[src/rtl/bg_copy_pkg.sv]
`default_nettype none
// ============================================================================
//  Module   : bg_copy_pkg
//  Purpose  : Shared types and default constants for the background copier.
//  Revision : 1.0 - initial release
// ============================================================================
package bg_copy_pkg;

  // Copy sequencer states.
  typedef enum logic [2:0] {
    S_IDLE  = 3'd0,
    S_SETUP = 3'd1,
    S_READ  = 3'd2,
    S_WRITE = 3'd3,
    S_DONE  = 3'd4
  } state_t;

  // One 640x480 byte image packed two bytes per word.
  localparam int DEFAULT_WORDS_PER_BG = 153600;
  // Image plus one terminator word between consecutive backgrounds.
  localparam int DEFAULT_BG_STRIDE    = 153601;
  // Words strictly above this value end the copy early.
  localparam logic [15:0] DEFAULT_SENTINEL = 16'hF000;

endpackage : bg_copy_pkg
`default_nettype wire

[src/rtl/bg_copy_engine_if.sv]
`default_nettype none
// ============================================================================
//  Module   : bg_copy_engine_if
//  Purpose  : Control, SRAM-read and OCM-write signals of the copier.
//  Revision : 1.0 - initial release
// ============================================================================
interface bg_copy_engine_if #(
  parameter int DW      = 16,
  parameter int SRAM_AW = 20,
  parameter int OCM_AW  = 19,
  parameter int SELW    = 2
);
  logic                load;
  logic [SELW-1:0]     BG_Sel;
  logic                SRAM_done;
  logic [DW-1:0]       DATA_IN;
  logic                ocm_ready;
  logic                reading;
  logic                writing;
  logic [SRAM_AW-1:0]  ADDR;
  logic [OCM_AW-1:0]   addr_OCM;
  logic [DW-1:0]       DATA_OUT;
  logic                busy;
  logic                done;
  logic [OCM_AW-1:0]   words_written;

  // Copier side.
  modport master (
    input  load, BG_Sel, SRAM_done, DATA_IN, ocm_ready,
    output reading, writing, ADDR, addr_OCM, DATA_OUT, busy, done, words_written
  );

  // Controller / memory side.
  modport slave (
    output load, BG_Sel, SRAM_done, DATA_IN, ocm_ready,
    input  reading, writing, ADDR, addr_OCM, DATA_OUT, busy, done, words_written
  );
endinterface : bg_copy_engine_if
`default_nettype wire

[src/rtl/bg_addr_gen.sv]
`default_nettype none
// ============================================================================
//  Module   : bg_addr_gen
//  Purpose  : Background base computation plus SRAM/OCM address and
//             accepted-word counters for the copier.
//  Revision : 1.0 - initial release
// ============================================================================
module bg_addr_gen
  import bg_copy_pkg::*;
#(
  parameter int SRAM_AW      = 20,
  parameter int OCM_AW       = 19,
  parameter int SELW         = 2,
  parameter int NUM_BG       = 4,
  parameter int WORDS_PER_BG = DEFAULT_WORDS_PER_BG,
  parameter int BG_STRIDE    = DEFAULT_BG_STRIDE
) (
  input  logic                Clk,
  input  logic                Reset,
  input  logic [SELW-1:0]     i_sel,
  input  logic                i_load_base,
  input  logic                i_incr,
  output logic [SRAM_AW-1:0]  o_addr,
  output logic [OCM_AW-1:0]   o_addr_ocm,
  output logic [OCM_AW-1:0]   o_words,
  output logic                o_last
);

  localparam logic [SRAM_AW-1:0] c_STRIDE = SRAM_AW'(BG_STRIDE);
  localparam logic [OCM_AW-1:0]  c_WORDS  = OCM_AW'(WORDS_PER_BG);

  localparam longint c_LAST_END = longint'(NUM_BG - 1) * longint'(BG_STRIDE)
                                + longint'(WORDS_PER_BG);

  // Address counters never wrap, so the parameter set must keep every copy in range.
  if (c_LAST_END > (longint'(1) << SRAM_AW)) begin : g_chk_sram_range
    $error("bg_addr_gen: last background runs past the SRAM address space");
  end
  if (longint'(WORDS_PER_BG) > (longint'(1) << OCM_AW)) begin : g_chk_ocm_range
    $error("bg_addr_gen: WORDS_PER_BG exceeds the OCM address space");
  end

  logic                w_sel_ok;
  logic [SRAM_AW-1:0]  w_base;
  logic [SRAM_AW-1:0]  r_addr;
  logic [OCM_AW-1:0]   r_addr_ocm;
  logic [OCM_AW-1:0]   r_words;
  logic [OCM_AW-1:0]   w_words_inc;

  // Out-of-range selects fall back to the first background.
  assign w_sel_ok    = (32'(i_sel) < 32'(NUM_BG));
  assign w_base      = w_sel_ok ? (SRAM_AW'(i_sel) * c_STRIDE) : '0;
  assign w_words_inc = r_words + 1'b1;

  // Base load at copy start; all three counters step together per accepted write.
  always_ff @(posedge Clk or posedge Reset) begin
    if (Reset) begin
      r_addr     <= '0;
      r_addr_ocm <= '0;
      r_words    <= '0;
    end else if (i_load_base) begin
      r_addr     <= w_base;
      r_addr_ocm <= '0;
      r_words    <= '0;
    end else if (i_incr) begin
      r_addr     <= r_addr + 1'b1;
      r_addr_ocm <= r_addr_ocm + 1'b1;
      r_words    <= w_words_inc;
    end
  end

  assign o_addr     = r_addr;
  assign o_addr_ocm = r_addr_ocm;
  assign o_words    = r_words;
  // The write being accepted now completes the image.
  assign o_last     = (w_words_inc == c_WORDS);

endmodule : bg_addr_gen
`default_nettype wire

[src/rtl/bg_copy_engine.sv]
`default_nettype none
// ============================================================================
//  Module   : bg_copy_engine
//  Purpose  : Copies one background image word by word from SRAM into the
//             OCM frame buffer, with count/sentinel termination and abort.
//  Revision : 1.0 - initial release
// ============================================================================
module bg_copy_engine
  import bg_copy_pkg::*;
#(
  parameter int              DW           = 16,
  parameter int              SRAM_AW      = 20,
  parameter int              OCM_AW       = 19,
  parameter int              NUM_BG       = 4,
  parameter int              SELW         = 2,
  parameter int              WORDS_PER_BG = DEFAULT_WORDS_PER_BG,
  parameter int              BG_STRIDE    = DEFAULT_BG_STRIDE,
  parameter int              SENTINEL_EN  = 1,
  parameter logic [DW-1:0]   SENTINEL     = DW'(DEFAULT_SENTINEL)
) (
  input  logic             Clk,
  input  logic             Reset,
  bg_copy_engine_if.master bus
);

  state_t         r_state;
  state_t         w_state_next;
  logic           w_load_base;
  logic           w_incr;
  logic           w_latch;
  logic           w_last;
  logic           w_sentinel_hit;
  logic [DW-1:0]  r_data_out;

  assign w_sentinel_hit = (SENTINEL_EN != 0) && (bus.DATA_IN > SENTINEL);

  bg_addr_gen #(
    .SRAM_AW      (SRAM_AW),
    .OCM_AW       (OCM_AW),
    .SELW         (SELW),
    .NUM_BG       (NUM_BG),
    .WORDS_PER_BG (WORDS_PER_BG),
    .BG_STRIDE    (BG_STRIDE)
  ) u_addr_gen (
    .Clk         (Clk),
    .Reset       (Reset),
    .i_sel       (bus.BG_Sel),
    .i_load_base (w_load_base),
    .i_incr      (w_incr),
    .o_addr      (bus.ADDR),
    .o_addr_ocm  (bus.addr_OCM),
    .o_words     (bus.words_written),
    .o_last      (w_last)
  );

  // State register.
  always_ff @(posedge Clk or posedge Reset) begin
    if (Reset) r_state <= S_IDLE;
    else       r_state <= w_state_next;
  end

  // Next state and counter/latch strobes; dropping load in any busy state aborts.
  always_comb begin
    w_state_next = r_state;
    w_load_base  = 1'b0;
    w_incr       = 1'b0;
    w_latch      = 1'b0;
    case (r_state)
      S_IDLE: begin
        if (bus.load) w_state_next = S_SETUP;
      end
      S_SETUP: begin
        if (!bus.load) begin
          w_state_next = S_IDLE;
        end else begin
          w_load_base  = 1'b1;
          w_state_next = S_READ;
        end
      end
      S_READ: begin
        if (!bus.load) begin
          w_state_next = S_IDLE;
        end else if (bus.SRAM_done) begin
          if (w_sentinel_hit) begin
            w_state_next = S_DONE;
          end else begin
            w_latch      = 1'b1;
            w_state_next = S_WRITE;
          end
        end
      end
      S_WRITE: begin
        // An accepted write always counts, even on the abort cycle.
        if (bus.ocm_ready) w_incr = 1'b1;
        if (!bus.load)          w_state_next = S_IDLE;
        else if (bus.ocm_ready) w_state_next = w_last ? S_DONE : S_READ;
      end
      S_DONE: begin
        if (!bus.load) w_state_next = S_IDLE;
      end
      default: w_state_next = S_IDLE;
    endcase
  end

  // Write data is captured once per word and held until the OCM accepts it.
  always_ff @(posedge Clk or posedge Reset) begin
    if (Reset)        r_data_out <= '0;
    else if (w_latch) r_data_out <= bus.DATA_IN;
  end

  assign bus.DATA_OUT = r_data_out;
  assign bus.reading  = (r_state == S_READ);
  assign bus.writing  = (r_state == S_WRITE);
  assign bus.busy     = (r_state == S_SETUP) || (r_state == S_READ) || (r_state == S_WRITE);
  assign bus.done     = (r_state == S_DONE);

endmodule : bg_copy_engine
`default_nettype wire

[src/flat_wrapper.sv]
// flat-port wrapper written by rule: the top's interface ports become plain ports
module bg_copy_engine_flat import bg_copy_pkg::*;
#(
  parameter int              DW           = 16,
  parameter int              SRAM_AW      = 20,
  parameter int              OCM_AW       = 19,
  parameter int              NUM_BG       = 4,
  parameter int              SELW         = 2,
  parameter int              WORDS_PER_BG = DEFAULT_WORDS_PER_BG,
  parameter int              BG_STRIDE    = DEFAULT_BG_STRIDE,
  parameter int              SENTINEL_EN  = 1,
  parameter logic [DW-1:0]   SENTINEL     = DW'(DEFAULT_SENTINEL)
)
  (Clk, Reset, bus_load, bus_BG_Sel, bus_SRAM_done, bus_DATA_IN, bus_ocm_ready, bus_reading, bus_writing, bus_ADDR, bus_addr_OCM, bus_DATA_OUT, bus_busy, bus_done, bus_words_written);
  bg_copy_engine_if #(.DW(DW), .SRAM_AW(SRAM_AW), .OCM_AW(OCM_AW), .SELW(SELW)) bus_i ();
  input  logic Clk;
  input  logic Reset;
  input wire logic [$bits(bus_i.load)-1:0] bus_load;
  input wire logic [$bits(bus_i.BG_Sel)-1:0] bus_BG_Sel;
  input wire logic [$bits(bus_i.SRAM_done)-1:0] bus_SRAM_done;
  input wire logic [$bits(bus_i.DATA_IN)-1:0] bus_DATA_IN;
  input wire logic [$bits(bus_i.ocm_ready)-1:0] bus_ocm_ready;
  output wire logic [$bits(bus_i.reading)-1:0] bus_reading;
  output wire logic [$bits(bus_i.writing)-1:0] bus_writing;
  output wire logic [$bits(bus_i.ADDR)-1:0] bus_ADDR;
  output wire logic [$bits(bus_i.addr_OCM)-1:0] bus_addr_OCM;
  output wire logic [$bits(bus_i.DATA_OUT)-1:0] bus_DATA_OUT;
  output wire logic [$bits(bus_i.busy)-1:0] bus_busy;
  output wire logic [$bits(bus_i.done)-1:0] bus_done;
  output wire logic [$bits(bus_i.words_written)-1:0] bus_words_written;
  assign bus_i.load = bus_load;
  assign bus_i.BG_Sel = bus_BG_Sel;
  assign bus_i.SRAM_done = bus_SRAM_done;
  assign bus_i.DATA_IN = bus_DATA_IN;
  assign bus_i.ocm_ready = bus_ocm_ready;
  assign bus_reading = bus_i.reading;
  assign bus_writing = bus_i.writing;
  assign bus_ADDR = bus_i.ADDR;
  assign bus_addr_OCM = bus_i.addr_OCM;
  assign bus_DATA_OUT = bus_i.DATA_OUT;
  assign bus_busy = bus_i.busy;
  assign bus_done = bus_i.done;
  assign bus_words_written = bus_i.words_written;
  bg_copy_engine #(.DW(DW), .SRAM_AW(SRAM_AW), .OCM_AW(OCM_AW), .NUM_BG(NUM_BG), .SELW(SELW), .WORDS_PER_BG(WORDS_PER_BG), .BG_STRIDE(BG_STRIDE), .SENTINEL_EN(SENTINEL_EN), .SENTINEL(SENTINEL)) u_core (.Clk(Clk), .Reset(Reset), .bus(bus_i));
endmodule
[config.mk]
export PLATFORM = sky130hd
export DESIGN_NAME = bg_copy_engine_flat
export DESIGN_NICKNAME = d
export VERILOG_FILES = /design/src/rtl/bg_copy_pkg.sv /design/src/rtl/bg_copy_engine_if.sv /design/src/rtl/bg_addr_gen.sv /design/src/rtl/bg_copy_engine.sv /design/src/flat_wrapper.sv
export SDC_FILE = /design/constraint.sdc
export NUM_CORES = 1
export LEC_CHECK = 0
export CORE_UTILIZATION = 45
export DETAILED_ROUTE_END_ITERATION = 6
export GPL_TIMING_DRIVEN = 0
export HOLD_SLACK_MARGIN = 0.1
export PLACE_DENSITY = 0.74
export SLEW_MARGIN = 10
export SYNTH_ARGS = -nofsm -noshare
export SYNTH_HDL_FRONTEND = slang
export SYNTH_SLANG_ARGS = --single-unit
[constraint.sdc]
create_clock -name Clk -period 2.9 [get_ports Clk]
set_input_delay 0.58 -clock Clk [delete_from_list [all_inputs] [get_ports Clk]]
set_output_delay 0.58 -clock Clk [all_outputs]
set_load 0.03 [all_outputs]
==> run_results.csv, run 1 <==
group,metric,value,unit
yosys,syn_nets,456,
worst_setup_path,cp-start-kind,"input pin",
route,wirelength,10490,um
yosys,synth.avg_cell_area,9.623,sq um
clocking,cts-resized-gates,0,
route,drc_errors,0,
clocking,post-cts-setup-buffers,0,
worst_setup_path,ff2ff_setup_slack,460,ps
sta,min_period,2643,ps
worst_setup_path,arrival,2860,ps
clocking,cts_buffer_depth,2,
grt,grt_pass1_vias,3691,
floorplan,fp.dieH,97.56,um
floorplan,die_w,97.56,um
grt,antenna_found_initial,0,
cells_and_area,diodes,0,
cells_and_area,multi_input_area,0.002064,sq mm
sta,fin_crit_sh,0.9115,
status,status,"finished, final reports clean",
clocking,cts-root-buf,"clkbuf_8",
yosys,yosysSeqAreaShare,0.4689,
floorplan,core_area,0.008763,sq mm
cells_and_area,seqCellArea,0.001927,sq mm
clocking,cts_made_buffers,9,
worst_setup_path,cp_max_fo,10,
floorplan,std_cell_rows,34,
yosys,synthCells,427,
cells_and_area,nNetsFinal,568,
sta,layout_setup_ws,256.7,ps
placement,port_buffers,100,
worst_setup_path,critPathCaptureType,"flop",
clocking,cts_max_level,3,
route,antenna_left,0,
placement,dpl.hpwl,7497,um
grt,grt_start_max_net_pins,55,
route,dr.first_iter.drc_count,217,
yosys,syn_area,0.004109,sq mm
cells_and_area,instances_no_fill,652,
grt,grt_overflow,0,
yosys,synth_edf_count,0,
sta,grt_setup_unrepaired,"no",
clocking,path_clk_slew,80,ps
clocking,clk_latency,350,ps
clocking,hold_buffers,0,
cells_and_area,syn_to_final_growth,33.65,%
grt,grt.total_usage,0.2302,
route,vias_per_cell,5.635,
floorplan,ios,101,
yosys,ys_ff_latch,77,
clocking,cts_tree,"done",
clocking,cts.sinks,77,
placement,routabilityCongestion,0.8273,
worst_setup_path,required,3120,ps
sta,worst_pin_slew,709.5,ps
sta,timing.fmax,378.3,MHz
cells_and_area,nFillCells,754,
grt,grt_pass1_wl,17820,um
sta,setup_viol,0,
yosys,ys_warn_count,0,
job,maxCapViolCount,0,
pwr,p_leak,2.337,nW
cells_and_area,drive_gt1_frac,0.1048,
yosys,synthFlopType,"dfrtp_1",
sta,whs,513.9,ps
yosys,synth_async_sr_flop_share,1.000,
route,drt_pass1_iterations,5,
sta,finalMaxSlewViolations,0,
sta,hold_violations,0,
pwr,peakVddDrop,501.7,uV
worst_setup_path,crit_type,"input pin to flop",
placement,pre_cts_ws,-39.89,ps
hold_path,hp-class,"flop to flop",
route,wire_per_inst,16.08,um
placement,dp.cells,636,
yosys,ys_types,54,
sta,relSlewSlack,0.5252,
floorplan,start_util,0.4689,
pwr,powerDensity,616.7,mW/mm^2
route,num_vias,3674,
floorplan,die_area,0.009517,sq mm
sta,skew,11.01,ps
==> layout make-up <==
type / count / share of cell area
Multi-Input combinational cell: 324 / 0.3759
Sequential cell: 77 / 0.3509
Timing Repair Buffer: 101 / 0.1873
Clock buffer: 11 / 0.02757
Tap cell: 108 / 0.02461
Buffer: 19 / 0.01663
Clock inverter: 5 / 0.01185
Inverter: 7 / 0.005240
==> where the power goes <==
part	switching [W]	internal, W	total (W)
registers	0.000160	0.00125	0.00141
clock network	0.000429	0.000454	0.000883
logic	0.000618	0.000480	0.00110
total	0.00121	0.00218	0.00339
==> worst max-delay path, stage by stage <==
cell             delay, ps
clkdlybuf4s50_1        540
and4b_1                270
buf_4                  180
nor2_1                 570
clkbuf_1               450
o21ai_0                160
o41ai_1                100
==> cell usage after synthesis (4+ instances only) <==
master / number / area (sq um)
dfrtp_1: 77 / 1927
nor2_1: 54 / 202.7
nand2_1: 44 / 165.2
o21ai_0: 33 / 165.2
xor2_1: 25 / 219.0
nand3_1: 21 / 105.1
mux2_2: 17 / 191.4
nand4_1: 15 / 93.84
and3_1: 9 / 56.30
a21oi_1: 8 / 40.04
nor3_1: 8 / 40.04
o31ai_1: 8 / 60.06
xnor2_1: 8 / 70.07
inv_1: 7 / 26.28
nor4_1: 7 / 43.79
clkbuf_1: 6 / 22.52
ha_1: 6 / 75.07
nand2b_1: 6 / 37.54
a31oi_1: 5 / 31.28
buf_2: 5 / 25.02
a211oi_1: 4 / 30.03
and2_1: 4 / 25.02
or3_1: 4 / 25.02
==> metrics by stage <==
step	cell area (sq um)	TNS [ps]	power, W	util
2_1_floorplan	4109	0	0.002019	-
3_3_place_gp	5245	-74090	0.002491	0.5985
3_5_place_dp	5275	-181.4	0.002525	0.6019
4_1_cts	5492	0	0.003412	0.6266
5_1_grt	5492	0	0.003543	0.6266
6_report	5492	0	0.003387	0.6266
==> state kept, by name, indices dropped and copies added, names as in the netlist <==
signal	flops
u_core.u_addr_gen.o_addr_ocm	19
u_core.u_addr_gen.o_words	19
u_core.bus.DATA_OUT	16
u_core.u_addr_gen.o_addr	20
u_core.r_state	3
==> cell families (layout without fill, tap and decap cells) <==
group,Yosys count,after routing,synth area share
AO/OA/AOI/OAI,74,74,0.1121
XOR/XNOR,33,33,0.07034
adder cells (fa/ha/maj),6,6,0.01827
buffers and inverters,26,143,0.02862
flip-flops,77,77,0.4689
multiplexers,19,19,0.05146
AND/OR/NAND/NOR,192,192,0.2503
==> per-layer routing <==
| layer | vias to the layer above | wire length [um] | GRT usage |
|---|---|---|---|
| met3 | 13 | 679 | 0.05612 |
| li1 | 1749 | - | - |
| met1 | 1777 | 4456 | 0.3047 |
| met4 | 0 | 122 | 0.07014 |
| met5 | - | 0 | 0 |
| met2 | 135 | 5227 | 0.3728 |
==> placed cells by master (no fill, tap or decap), drive strengths merged, types with 4 or more instances in the layout <==
cell type	n
clkdlybuf4s50	100
dfrtp	77
nor2	54
nand2	44
o21ai	34
xor2	25
nand3	22
clkbuf	19
mux2	17
nand4	17
buf	12
and3	11
nor3	9
nor4	9
inv	9
o31ai	8
xnor2	8
a21oi	8
nand2b	6
ha	6
a31oi	5
and2	5
a211oi	4
or3	4
==> path summary, 6_finish.rpt <==
kind / startpoint / depth (start not counted) / to
worst max-delay path: bus_ocm_ready / 7 / u_core.u_addr_gen.o_words[5]$_DFFE_PP0P_
worst min-delay path: u_core.bus.DATA_OUT[5]$_DFFE_PP0P_ / 1 / u_core.bus.DATA_OUT[5]$_DFFE_PP0P_
worst max register to register: u_core.u_addr_gen.o_words[0]$_DFFE_PP0P_ / 7 / u_core.r_state[1]$_DFFE_PP0P_
worst min register to register: u_core.bus.DATA_OUT[5]$_DFFE_PP0P_ / 1 / u_core.bus.DATA_OUT[5]$_DFFE_PP0P_
max in group asynchronous: Reset / 3 / u_core.u_addr_gen.o_words[7]$_DFFE_PP0P_
min in group asynchronous: Reset / 2 / u_core.bus.DATA_OUT[6]$_DFFE_PP0P_
Note: power is estimated with default switching activity, not from simulation.
==> run 2, diff against run 1 <==
CORE_MARGIN = 2   (was default)
==> run 2 against run 1 <==
  * Sequential share of layout area is 0.23 points higher
  * Critical path type unchanged
  * Largest power group unchanged
  * Critical endpoint is now u_core.u_addr_gen.o_words[17]$_DFFE_PP0P_
  * Sequential power hardly changed
  * Non-clock buffer count stayed put
  * Power is 3.3% lower
  * Combinational power hardly changed
  * Clock skew is 6.0 ps higher
==> run_results.csv, run 2 (same netlist as run 1, synthesis figures left out) <==
group,metric,value,unit
status,status,"finished, final reports clean",
pwr,peakVddDrop,579.7,uV
route,wire_per_inst,15.25,um
clocking,cts.sinks,77,
cells_and_area,nNetsFinal,568,
route,vias_per_cell,5.624,
worst_setup_path,crit_type,"input pin to flop",
sta,layout_setup_ws,326.0,ps
grt,antenna_found_initial,0,
hold_path,hp-class,"flop to flop",
grt,grt_start_max_net_pins,51,
sta,hold_violations,0,
pwr,powerDensity,600.2,mW/mm^2
cells_and_area,seqCellArea,0.001927,sq mm
cells_and_area,final_cell_mix,"clkdlybuf4s50_1 (100), dfrtp_1 (77), nor2_1 (54)",
clocking,cts-resized-gates,0,
clocking,path_clk_slew,80,ps
cells_and_area,drive_gt1_frac,0.1013,
grt,grt.total_usage,0.2099,
worst_setup_path,cp_num_buf_inv,3,
worst_setup_path,critical_path.top_delay_family,"buffers and inverters",
sta,grt_setup_unrepaired,"no",
worst_setup_path,cp-start-kind,"input pin",
route,num_vias,3661,
sta,relSlewSlack,0.5194,
cells_and_area,syn_to_final_growth,32.76,%
sta,setup_viol,0,
clocking,cts_tree,"done",
pwr,p_leak,2.318,nW
sta,timing.fmax,388.5,MHz
clocking,hold_buffers,0,
placement,dpl.hpwl,7290,um
worst_setup_path,critPathCaptureType,"flop",
sta,whs,511.1,ps
grt,grt_pass1_wl,16850,um
route,wirelength,9926,um
clocking,cts-root-buf,"clkbuf_8",
route,dr.first_iter.drc_count,185,
floorplan,die_w,99.56,um
worst_setup_path,cp_max_fo,10,
grt,grt_overflow,0,
clocking,cts_max_level,3,
worst_setup_path,max_stage_delay,570,ps
cells_and_area,diodes,0,
clocking,post-cts-setup-buffers,0,
placement,place_area,0.005275,sq mm
clocking,cts_buffer_depth,2,
route,drc_errors,0,
worst_setup_path,slowest_stage,"nor2_1",
floorplan,ios,101,
sta,skew,16.99,ps
sta,min_period,2574,ps
route,drt_pass1_iterations,5,
placement,routabilityCongestion,0.8624,
sta,finalMaxSlewViolations,0,
worst_setup_path,arrival,2810,ps
floorplan,start_util,0.4666,
placement,pre_cts_ws,-8.592,ps
floorplan,die_area,0.009911,sq mm
sta,fin_crit_sh,0.8876,
cells_and_area,nFillCells,753,
job,maxCapViolCount,0,
floorplan,fp.dieH,99.56,um
worst_setup_path,crit_chain,"clkdlybuf4s50_1, and4b_1, buf_4, nor2_1, clkbuf_1, o21ai_0, o41ai_1",
worst_setup_path,required,3140,ps
cells_and_area,largest_reg_flops,20,
clocking,clk_latency,350,ps
cells_and_area,mostFrequentLayoutCell,"clkdlybuf4s50_1",
clocking,cts_made_buffers,9,
cells_and_area,multi_input_area,0.002064,sq mm
floorplan,std_cell_rows,34,
placement,port_buffers,100,
floorplan,core_area,0.008806,sq mm
sta,worst_pin_slew,718.2,ps
route,antenna_left,0,
grt,grt_pass1_vias,3562,
cells_and_area,fin_area,0.005455,sq mm
## run 2: changes by cell type in the layout (fill, tap and decap cells not counted), sizes merged
cell and change:
clkinvlp +1, inv -2, clkinv +1, clkbuf -1
## run 2: final cells by class
type	count	area share
clock inverter	5	0.009633
buffer	19	0.01674
multi-input combinational	324	0.3784
clock buffer	10	0.02339
sequential	77	0.3532
tap	108	0.02477
inverter	7	0.005275
timing repair buffer	101	0.1885
## run 2: per-layer routing
layer	global-route usage	vias up	routed length (um)
met1	0.2889	1779	4443
met2	0.3368	114	4798
met3	0.03514	9	553
met5	0	-	0
li1	-	1759	-
met4	0.07376	0	131
## run 2: final timing paths
check	startpoint	to	slack, ps	cells after the start
worst min-delay path	u_core.bus.DATA_OUT[8]$_DFFE_PP0P_	u_core.bus.DATA_OUT[8]$_DFFE_PP0P_	510	1
worst max register to register	u_core.u_addr_gen.o_words[0]$_DFFE_PP0P_	u_core.r_state[1]$_DFFE_PP0P_	560	7
max in group asynchronous	Reset	u_core.u_addr_gen.o_addr_ocm[15]$_DFFE_PP0P_	1760	3
min in group asynchronous	Reset	u_core.bus.DATA_OUT[7]$_DFFE_PP0P_	570	2
worst max-delay path	bus_ocm_ready	u_core.u_addr_gen.o_words[17]$_DFFE_PP0P_	330	7
worst min register to register	u_core.bus.DATA_OUT[8]$_DFFE_PP0P_	u_core.bus.DATA_OUT[8]$_DFFE_PP0P_	510	1
## run 2: report_power, final
group	switching (W)	leakage, nW	internal [W]
sequential	0.000157	1.02	0.00125
clock	0.000392	0.0919	0.000389
combinational	0.000610	1.20	0.000479
total	0.00116	2.32	0.00212
## run 2: through the flow
step                      total power (W)  std cells    util  setup TNS, ps
after detailed placement         0.002517        636  0.5990         -8.592
final                            0.003274        651  0.6195              0
after global placement           0.002495        635  0.5956         -73220
after CTS                        0.003302        651  0.6195              0
after global routing             0.003439        651  0.6195              0
after floorplan                  0.002019        427       -              0
==> run 3, diff against run 2 <==
TNS_END_PERCENT = 5   (was default)
==> results of run 3 <==
Final layout, timing and power as in run 2 (identical DEF).
